`config.mk`:
```
export PLATFORM = sky130hd
export DESIGN_NAME = systolic_feeder
export DESIGN_NICKNAME = d
export VERILOG_FILES = /design/src/rtl/systolic_feeder_pkg.sv /design/src/rtl/systolic_feeder_skew.sv /design/src/rtl/systolic_feeder.sv
export SDC_FILE = /design/constraint.sdc
export NUM_CORES = 1
export LEC_CHECK = 0
export CORE_MARGIN = 4
export CORE_UTILIZATION = 45
export CTS_CLUSTER_DIAMETER = 200
export DETAILED_ROUTE_END_ITERATION = 6
export DONT_BUFFER_PORTS = 1
export PLACE_DENSITY_LB_ADDON = 0.2
export SLEW_MARGIN = 20
export SYNTH_ARGS = -nofsm -noshare
export SYNTH_HDL_FRONTEND = slang
export SYNTH_SLANG_ARGS = --single-unit
export TNS_END_PERCENT = 50
```
`constraint.sdc`:
```
create_clock -name clk_i -period 3.1 [get_ports clk_i]
set_input_delay 0.62 -clock clk_i [delete_from_list [all_inputs] [get_ports clk_i]]
set_output_delay 0.62 -clock clk_i [all_outputs]
set_load 0.005 [all_outputs]
```
`src/rtl/systolic_feeder_pkg.sv`:
```
// Shared state encoding, default geometry and small helpers for the systolic array input feeder.
package systolic_feeder_pkg;

   localparam int DEF_DIM        = 4;
   localparam int DEF_DATA_WIDTH = 8;
   localparam int DEF_MAX_K      = 255;

   typedef enum logic [1:0] {
      ST_IDLE  = 2'd0,
      ST_FEED  = 2'd1,
      ST_DRAIN = 2'd2,
      ST_HOLD  = 2'd3
   } feed_state_t;

   // Last drain count: the corner PE needs 2*DIM-1 edges after the final beat.
   function automatic int drain_last(input int dim);
      return 2 * dim - 2;
   endfunction

   function automatic int clamp_k(input int k, input int max_k);
      return (k > max_k) ? max_k : k;
   endfunction

endpackage

```
`src/rtl/systolic_feeder_skew.sv`:
```
// Zero-resettable shift line used to skew one lane of the array edge; shifts every cycle.
module skew_line #(
   parameter int DEPTH = 1,
   parameter int WIDTH = 8
) (
   input  logic             clk_i,
   input  logic             rst_n_i,
   input  logic [WIDTH-1:0] d,
   output logic [WIDTH-1:0] q
);

   logic [DEPTH-1:0][WIDTH-1:0] stage;

   always_ff @(posedge clk_i or negedge rst_n_i) begin
      if (!rst_n_i) begin
         stage <= '0;
      end else begin
         stage[0] <= d;
         for (int k = 1; k < DEPTH; k++) begin
            stage[k] <= stage[k-1];
         end
      end
   end

   assign q = stage[DEPTH-1];

endmodule

```
`src/rtl/systolic_feeder.sv`:
```
// Input-side feeder for the DIM x DIM MAC array: skews A/B lanes and sequences start_operation.
// Optional feed-stall counter enabled with `define FEEDER_STALL_CNT_EN.
module systolic_feeder
   import systolic_feeder_pkg::*;
#(
   parameter int DIM        = DEF_DIM,
   parameter int DATA_WIDTH = DEF_DATA_WIDTH,
   parameter int MAX_K      = DEF_MAX_K
) (
   input  logic                          clk_i,
   input  logic                          rst_n_i,
   input  logic                          start_i,
   input  logic [$clog2(MAX_K+1)-1:0]    k_len_i,
   input  logic                          in_valid_i,
   output logic                          in_ready_o,
   input  logic [DIM*DATA_WIDTH-1:0]     a_vec_i,
   input  logic [DIM*DATA_WIDTH-1:0]     b_vec_i,
   output logic [DIM*DATA_WIDTH-1:0]     a_edge_o,
   output logic [DIM*DATA_WIDTH-1:0]     b_edge_o,
   output logic                          start_operation_o,
   output logic                          busy_o,
   output logic                          result_valid_o,
   input  logic                          result_ack_i,
   output logic [31:0]                   stall_cnt_o
);

   localparam int KW  = $clog2(MAX_K + 1);
   localparam int DCW = $clog2(2 * DIM);
   localparam logic [DCW-1:0] DRAIN_LAST = DCW'(drain_last(DIM));

   feed_state_t              state;
   logic [KW-1:0]            k_len;
   logic [KW-1:0]            beat_cnt;
   logic [DCW-1:0]           drain_cnt;
   logic                     accept;
   logic                     start_ok;
   logic [DIM*DATA_WIDTH-1:0] a_feed;
   logic [DIM*DATA_WIDTH-1:0] b_feed;

   assign accept   = in_valid_i && in_ready_o;
   assign start_ok = (state == ST_IDLE) && start_i && (k_len_i != '0);

   // A cycle without an accepted beat feeds a zero slice so lane alignment is kept.
   assign a_feed = accept ? a_vec_i : '0;
   assign b_feed = accept ? b_vec_i : '0;

   always_ff @(posedge clk_i or negedge rst_n_i) begin
      if (!rst_n_i) begin
         state             <= ST_IDLE;
         k_len             <= '0;
         beat_cnt          <= '0;
         drain_cnt         <= '0;
         in_ready_o        <= 1'b0;
         start_operation_o <= 1'b0;
         busy_o            <= 1'b0;
         result_valid_o    <= 1'b0;
      end else begin
         case (state)
            ST_IDLE: begin
               if (start_ok) begin
                  state             <= ST_FEED;
                  k_len             <= KW'(clamp_k(int'(k_len_i), MAX_K));
                  beat_cnt          <= '0;
                  in_ready_o        <= 1'b1;
                  start_operation_o <= 1'b1;
                  busy_o            <= 1'b1;
               end
            end
            ST_FEED: begin
               if (accept) begin
                  if (beat_cnt == k_len - KW'(1)) begin
                     state      <= ST_DRAIN;
                     in_ready_o <= 1'b0;
                     drain_cnt  <= '0;
                  end else begin
                     beat_cnt <= beat_cnt + KW'(1);
                  end
               end
            end
            ST_DRAIN: begin
               if (drain_cnt == DRAIN_LAST) begin
                  state          <= ST_HOLD;
                  result_valid_o <= 1'b1;
               end else begin
                  drain_cnt <= drain_cnt + DCW'(1);
               end
            end
            ST_HOLD: begin
               if (result_ack_i) begin
                  state             <= ST_IDLE;
                  result_valid_o    <= 1'b0;
                  start_operation_o <= 1'b0;
                  busy_o            <= 1'b0;
               end
            end
            default: state <= ST_IDLE;
         endcase
      end
   end

   // Lane i is delayed i+1 edges so PE(i,j) sees A[i][k] and B[k][j] together.
   for (genvar i = 0; i < DIM; i++) begin : g_lane
      skew_line #(.DEPTH(i + 1), .WIDTH(DATA_WIDTH)) u_skew_a (
         .clk_i   (clk_i),
         .rst_n_i (rst_n_i),
         .d       (a_feed[i*DATA_WIDTH +: DATA_WIDTH]),
         .q       (a_edge_o[i*DATA_WIDTH +: DATA_WIDTH])
      );
      skew_line #(.DEPTH(i + 1), .WIDTH(DATA_WIDTH)) u_skew_b (
         .clk_i   (clk_i),
         .rst_n_i (rst_n_i),
         .d       (b_feed[i*DATA_WIDTH +: DATA_WIDTH]),
         .q       (b_edge_o[i*DATA_WIDTH +: DATA_WIDTH])
      );
   end

`ifdef FEEDER_STALL_CNT_EN
   logic [31:0] stall_cnt;

   always_ff @(posedge clk_i or negedge rst_n_i) begin
      if (!rst_n_i) begin
         stall_cnt <= '0;
      end else if (start_ok) begin
         stall_cnt <= '0;
      end else if ((state == ST_FEED) && !in_valid_i && (stall_cnt != 32'hFFFF_FFFF)) begin
         stall_cnt <= stall_cnt + 32'd1;
      end
   end

   assign stall_cnt_o = stall_cnt;
`else
   assign stall_cnt_o = '0;
`endif

endmodule

```
==> results of run 1 <==
-- registers in the layout (all words and copies together), names as in the netlist --
| register | cells |
|---|---|
| g_lane.u_skew_a.stage | 48 |
| g_lane.u_skew_b.stage | 48 |
| g_lane.u_skew_a.q | 32 |
| g_lane.u_skew_b.q | 32 |
| beat_cnt | 8 |
| k_len | 8 |
| drain_cnt | 3 |
| state | 2 |
| busy_o | 1 |
| in_ready_o | 1 |
| result_valid_o | 1 |
-- power breakdown --
part	internal, mW	switching [mW]
Clock	1.16	0.879
Sequential	2.77	0.250
Combinational	0.421	0.490
-- critical path: cells and delay by family, from the launching register on --
kind	cells	cell delay [ns]
simple gates	2	0.81
compound gates	2	0.61
flops	1	0.45
mux	1	0.35
fa+ha+maj	1	0.22
xor+xnor	1	0.14
buf+inv	1	0.10
-- cell families (layout without fill, tap and decap cells) --
kind of cell,Yosys count,after routing,synth area share [%]
AND/OR/NAND/NOR,130,130,11.6
adder cells (fa/ha/maj),8,8,1.51
buffers and inverters,107,42,10.7
flip-flops,184,184,69.4
multiplexers,8,8,1.34
other,1,32,0.0565
AO/OA/AOI/OAI,41,41,4.15
XOR/XNOR,9,9,1.19
-- stage by stage --
| stage | setup WS, ns | std cells |
|---|---|---|
| after floorplan | 0.722 | 519 |
| after global placement | 0.555 | 606 |
| after detailed placement | 0.352 | 606 |
| after CTS | 0.317 | 638 |
| after global routing | 0.0965 | 638 |
| final | 0.315 | 638 |
-- layer usage --
layer | vias up | part of all wire [%]
met1 | 1562 | 43
met4 | 0 | 2.3
met3 | 19 | 7.1
met2 | 123 | 48
li1 | 1444 | -
met5 | - | 0
-- cell type report --
type | instances | area share, %
sequential | 184 | 66.9
clock inverter | 11 | 1.65
tap | 184 | 3.34
inverter | 8 | 0.436
clock buffer | 21 | 6.68
multi-input combinational | 228 | 20.8
timing repair buffer | 2 | 0.218
-- worst max-delay path by stage --
stage | endpoint | startpoint | cells after the start | slack [ns]
after global placement | state[1]$_DFFE_PN0P_ | k_len[2]$_DFFE_PN0P_ | 6 | 0.55
after floorplan | state[1]$_DFFE_PN0P_ | k_len[2]$_DFFE_PN0P_ | 6 | 0.72
final | state[1]$_DFFE_PN0P_ | k_len[0]$_DFFE_PN0P_ | 8 | 0.31
after global routing | state[1]$_DFFE_PN0P_ | k_len[0]$_DFFE_PN0P_ | 8 | 0.1
after detailed placement | state[1]$_DFFE_PN0P_ | k_len[0]$_DFFE_PN0P_ | 8 | 0.35
after CTS | state[1]$_DFFE_PN0P_ | k_len[0]$_DFFE_PN0P_ | 8 | 0.32
-- synth_stat cells, types with 2 or more instances --
cell       count
nand3b_1       2
a31oi_1        5
a22o_1         2
and2_1         4
nor2b_1        4
o2111ai_1      2
nand2b_1       4
ha_1           8
inv_1          8
and3_1        66
clkbuf_1      17
buf_4         81
o21ai_0       11
nand4_1        3
dfrtp_1      184
mux2_2         7
a21oi_1        7
nor2_1         7
nand3_1        4
o31ai_1        2
o211ai_1       4
xor2_1         2
or3_1          4
nor4_1         4
nand2_1       17
or4_1          5
xnor2_1        7
==> impl_metrics.yaml, run 1 <==
detailed_routing:
  wl_per_cell_um: 16.9
  viasPerCell: 4.93
  drt_iter0_drc: 292
  drcViolationCount: 0
  ant_nets: 0
  drt_wl_total_um: 10800
  dr.pass1.iters: 4
  num_vias: 3148
synthesis:
  yosys.area.top_type: "dfrtp_1"
  netlist.area_leader.share_pct: 69.4
  syn-instance-count: 488
  yosys_most_used_dff: "dfrtp_1"
  yosysWarnings: 0
  synthArstFlopShare_pct: 100
  synth_cell_types: 44
  netlist_area_um2: 6640
  ys_ff_latch: 184
  synth-edff-count: 0
  yosys-top-cells-area: "dfrtp_1 69%, buf_4 9.2%, and3_1 6.2%"
  syn_avg_cell_area_um2: 13.6
  yosysSeqAreaShare_pct: 69.4
place:
  post_dp_cell_area_um2: 6310
  place_hpwl_um: 7100
  portBuffers: 0
  place.gp.congestion: 0.783
timing:
  worst_pin_slew_ns: 0.697
  grt_setup_unrepaired: "false"
  period_minus_slack_ns: 2.79
  max_slew_margin_pct: 53.4
  slew_viol_final: 0
  period_share_pct: 89.8
  finalSetupViolations: 0
  max_clock_freq_ghz: 0.359
  setup_tns_ns: 0
  whs_ns: -0.105
  skew_ns: 0.0117
  hold_viol: 184
global_route:
  grt.total_usage_pct: 13.4
  grt.overflow.total: 0
  grt_first_pass_wirelength_um: 16900
  grt_pass1_vias: 3121
  grt_max_degree: 185
  grt-busiest-layer: "met2"
  gr-usage-met1_pct: 17.5
  grtUsageMet3_pct: 4.29
  grtUsageMet2_pct: 20.2
  antenna_found_initial: 0
clock_network:
  cts_setup_buffers: 0
  htree_levels: 4
  clockBufferDepth: 2
  cts-buffers-inserted: 17
  cts_resized: 0
  cts-root-buf: "clkbuf_16"
  clkSinkCount: 184
  clk_latency_ns: 0.42
  clkTransAtPathRegs_ns: 0.07
  cts_tree: "built"
finish:
  final_area_um2: 6890
  finalCoreUtilization_pct: 47.6
  antenna_cells: 0
  areaGrowthSynthToFinish_pct: 3.83
  drive_above_1_share_pct: 9.69
  final_cell_mix: "183 x dfrtp_1, 66 x and3_1, 32 x conb_1"
  fin_nets: 526
  seq_area_um2: 4610
  nFillCells: 1230
  final_common_cell: "dfrtp_1"
  multi_input_area_um2: 1430
worst_hold_path:
  hold_path.class: "input port to asynchronous set/reset pin"
worst_setup_path:
  rr_endpoint: "state[1]$_DFFE_PN0P_"
  path_cells: "inv_1 -> ha_1 -> nor4b_1 -> xnor2_1 -> nor4_1 -> o2111ai_1 -> a21oi_2 -> mux2_2"
  reg2reg_depth: 8
  crit_slowest_cell: "dfrtp_1"
  crit_required_ns: 3.41
  r2r-start: "k_len[0]$_DFFE_PN0P_"
  start_kind: "flop"
  critPathKind: "flop to flop"
  slowest_delay_ns: 0.45
  crit_arrival_ns: 3.09
  crit_fanout: 6
  rrSetupSlack_ns: 0.31
  cp-end-kind: "flop"
floorplan:
  die_w_um: 129
  start_util_pct: 45.8
  num_io_pins: 177
  core_um2: 14500
  die_h_um: 129
  die_area_um2: 16800
  std_cell_rows: 44
pwr:
  p_total_mw: 5.98
  power_density_nw_per_um2: 868
  irDropWorstVdd_uv: 445
  power_leakage_nw: 3.47
flow_run:
  maxCapViolCount: 0
status:
  outcome: "complete, but fails checks"
  failed_checks: "negative hold slack"
Power figures use the tool's default switching activity.
==> inputs of run 2 (changes only) <==
--- a/config.mk
+++ b/config.mk
@@ -11,6 +11,7 @@
 export DETAILED_ROUTE_END_ITERATION = 6
 export DONT_BUFFER_PORTS = 1
 export PLACE_DENSITY_LB_ADDON = 0.2
+export SKIP_CTS_REPAIR_TIMING = 1
 export SLEW_MARGIN = 20
 export SYNTH_ARGS = -nofsm -noshare
 export SYNTH_HDL_FRONTEND = slang
==> results of run 2 <==
Final layout, timing and power as in run 1 (identical DEF).
==> inputs of run 3 (changes only) <==
--- a/config.mk
+++ b/config.mk
@@ -11,8 +11,8 @@
 export DETAILED_ROUTE_END_ITERATION = 6
 export DONT_BUFFER_PORTS = 1
 export PLACE_DENSITY_LB_ADDON = 0.2
+export SETUP_SLACK_MARGIN = 0.02
 export SKIP_CTS_REPAIR_TIMING = 1
-export SLEW_MARGIN = 20
 export SYNTH_ARGS = -nofsm -noshare
 export SYNTH_HDL_FRONTEND = slang
 export SYNTH_SLANG_ARGS = --single-unit
==> constraint.sdc (replaced) <==
create_clock -name clk_i -period 3.6 [get_ports clk_i]
set_input_delay 0.72 -clock clk_i [delete_from_list [all_inputs] [get_ports clk_i]]
set_output_delay 0.72 -clock clk_i [all_outputs]
set_load 0.005 [all_outputs]
==> run 3 against run 2 <==
  * The run still ends with negative hold slack left
  * Cell area is 0.29% higher
  * Combinational power is 14% lower
  * Register-to-register slack better by 0.58 ns
  * Clock skew is 0.0036 ns lower
  * Worst setup slack better by 0.58 ns
  * Sequential power is 14% lower
  * Hold slack better by 0.091 ns
  * Sequential cell count stayed put
  * Global-route usage hardly changed
  * Die area stayed put
  * Critical path type unchanged
  * Largest cell class unchanged
==> impl_metrics.yaml, run 3 (synthesis gave the netlist of run 1 again) <==
status:
  outcome: "complete, but fails checks"
  failed_checks: "negative hold slack"
detailed_routing:
  drcViolationCount: 0
  viasPerCell: 4.97
  dr.pass1.iters: 4
  drt_wl_total_um: 10900
  num_vias: 3166
  ant_nets: 0
  drt_iter0_drc: 165
  wl_per_cell_um: 17.1
pwr:
  intPower_mw: 3.82
  power_density_nw_per_um2: 756
  p_clk_share_pct: 35.0
  seqPwrFrac_pct: 49.9
  p_switching_mw: 1.41
  power_leakage_nw: 3.47
  pwr-share-comb_pct: 15.1
  switching_share_pct: 26.9
  irDropWorstVdd_uv: 359
clock_network:
  cts-root-buf: "clkbuf_16"
  clockBufferDepth: 2
  clk_latency_ns: 0.42
  clkSinkCount: 184
  clkTransAtPathRegs_ns: 0.07
  cts_tree: "built"
  htree_levels: 4
  cts-buffers-inserted: 17
floorplan:
  die_h_um: 129
  die_w_um: 129
  core_um2: 14500
  num_io_pins: 177
  start_util_pct: 45.8
  die_area_um2: 16800
  std_cell_rows: 44
timing:
  setup_tns_ns: 0
  max_clock_freq_ghz: 0.370
  max_slew_margin_pct: 54.9
  worst_slack_ns: 0.899
  period_share_pct: 75.0
  whs_ns: -0.0134
  grt_setup_unrepaired: "false"
  slew_viol_final: 0
  finalSetupViolations: 0
  period_minus_slack_ns: 2.70
  hold_viol: 16
  skew_ns: 0.00807
  worst_pin_slew_ns: 0.674
global_route:
  grt_max_degree: 185
  grt_pass1_vias: 3103
  grt_first_pass_wirelength_um: 16800
  grt.total_usage_pct: 13.3
  grt.overflow.total: 0
  antenna_found_initial: 0
worst_setup_path:
  crit_slowest_cell: "nor4_1"
  slowest_delay_ns: 0.48
  crit_arrival_ns: 3.01
  rr_endpoint: "state[1]$_DFFE_PN0P_"
  reg2reg_depth: 6
  crit_fanout: 8
  path_cells: "or3_4 -> o31a_1 -> nor4_1 -> o2111ai_1 -> a21oi_2 -> mux2_2"
  startpoint: "k_len[2]$_DFFE_PN0P_"
  crit_path_end: "state[1]$_DFFE_PN0P_"
  critPathKind: "flop to flop"
  rrSetupSlack_ns: 0.90
  crit_required_ns: 3.91
  cp-end-kind: "flop"
  r2r-start: "k_len[2]$_DFFE_PN0P_"
  start_kind: "flop"
finish:
  drive_above_1_share_pct: 9.71
  final_cell_mix: "183 x dfrtp_1, 66 x and3_1, 32 x conb_1"
  fin_nets: 526
  fin_cells: 637
  final_common_cell: "dfrtp_1"
  nFillCells: 1243
  areaGrowthSynthToFinish_pct: 4.13
  top_regs: "g_lane.u_skew_a.stage x48, g_lane.u_skew_b.stage x48"
  antenna_cells: 0
place:
  place.gp.congestion: 0.848
  portBuffers: 0
  dp_cells: 606
  place_hpwl_um: 7190
  dpl_worst_slack_ns: 0.944
worst_hold_path:
  hold_path.class: "input port to asynchronous set/reset pin"
flow_run:
  maxCapViolCount: 0
## run 3: cell types whose count changed in the layout (fill, tap and decap cells not counted)
cell / before / now
clkinvlp_4: 2 / 3
bufinv_16: 1 / 2
clkbuf_1: 2 / 1
clkinv_2: 1 / 0
clkinv_4: 4 / 1
inv_6: 2 / 4
## run 3: power groups by stage
stage               Sequential (mW)  Clock (mW)  Combinational, mW
finish                         2.61        1.83              0.788
global route                   2.65        1.97              0.897
CTS                            2.61        1.88              0.793
detailed placement             2.65           0              0.789
global placement               2.63           0              0.764
floorplan                      2.56           0              0.782
## run 3: area by class of cell
| type | count | area (µm²) | area share [%] |
|---|---|---|---|
| Multi-Input combinational cell | 228 | 1430 | 20.8 |
| Clock buffer | 20 | 457 | 6.61 |
| Inverter | 8 | 30.0 | 0.435 |
| Timing Repair Buffer | 2 | 15.0 | 0.217 |
| Tap cell | 184 | 230 | 3.33 |
| Sequential cell | 184 | 4610 | 66.7 |
| Clock inverter | 11 | 138 | 1.99 |
## run 3: worst max-delay path: cells and delay by family, from the launching register on
family | cells | cell delay, ns
AND/OR/NAND/NOR | 2 | 0.91
AO/OA/AOI/OAI | 3 | 0.89
flip-flops | 1 | 0.45
multiplexers | 1 | 0.34
## run 3: routing by layer
metal	global-route usage, %	wire length (µm)
met1	17.6	4770
met2	20.1	5210
met3	4.62	763
met4	6.05	165
met5	0	0
## run 3: stage by stage
step / power, mW / util (%) / instance area [µm²]
floorplan: 3.34 / - / 6750
global placement: 3.40 / 43.6 / 6310
detailed placement: 3.44 / 43.6 / 6310
CTS: 5.29 / 47.7 / 6910
global route: 5.52 / 47.7 / 6910
finish: 5.23 / 47.7 / 6910
## run 3: worst min path at each step
stage / endpoint / slack, ns / cells past startpoint
2_1_floorplan: g_lane[1].u_skew_a.q[0]$_DFF_PN0_ / 0.33 / 0
3_3_place_gp: g_lane[3].u_skew_a.stage[21]$_DFF_PN0_ / 0.33 / 0
3_5_place_dp: g_lane[1].u_skew_b.q[6]$_DFF_PN0_ / 0.33 / 0
4_1_cts: g_lane[1].u_skew_a.stage[6]$_DFF_PN0_ / -0.03 / 0
5_1_grt: g_lane[1].u_skew_a.stage[5]$_DFF_PN0_ / -0.04 / 0
6_report: g_lane[1].u_skew_a.stage[6]$_DFF_PN0_ / -0.01 / 0
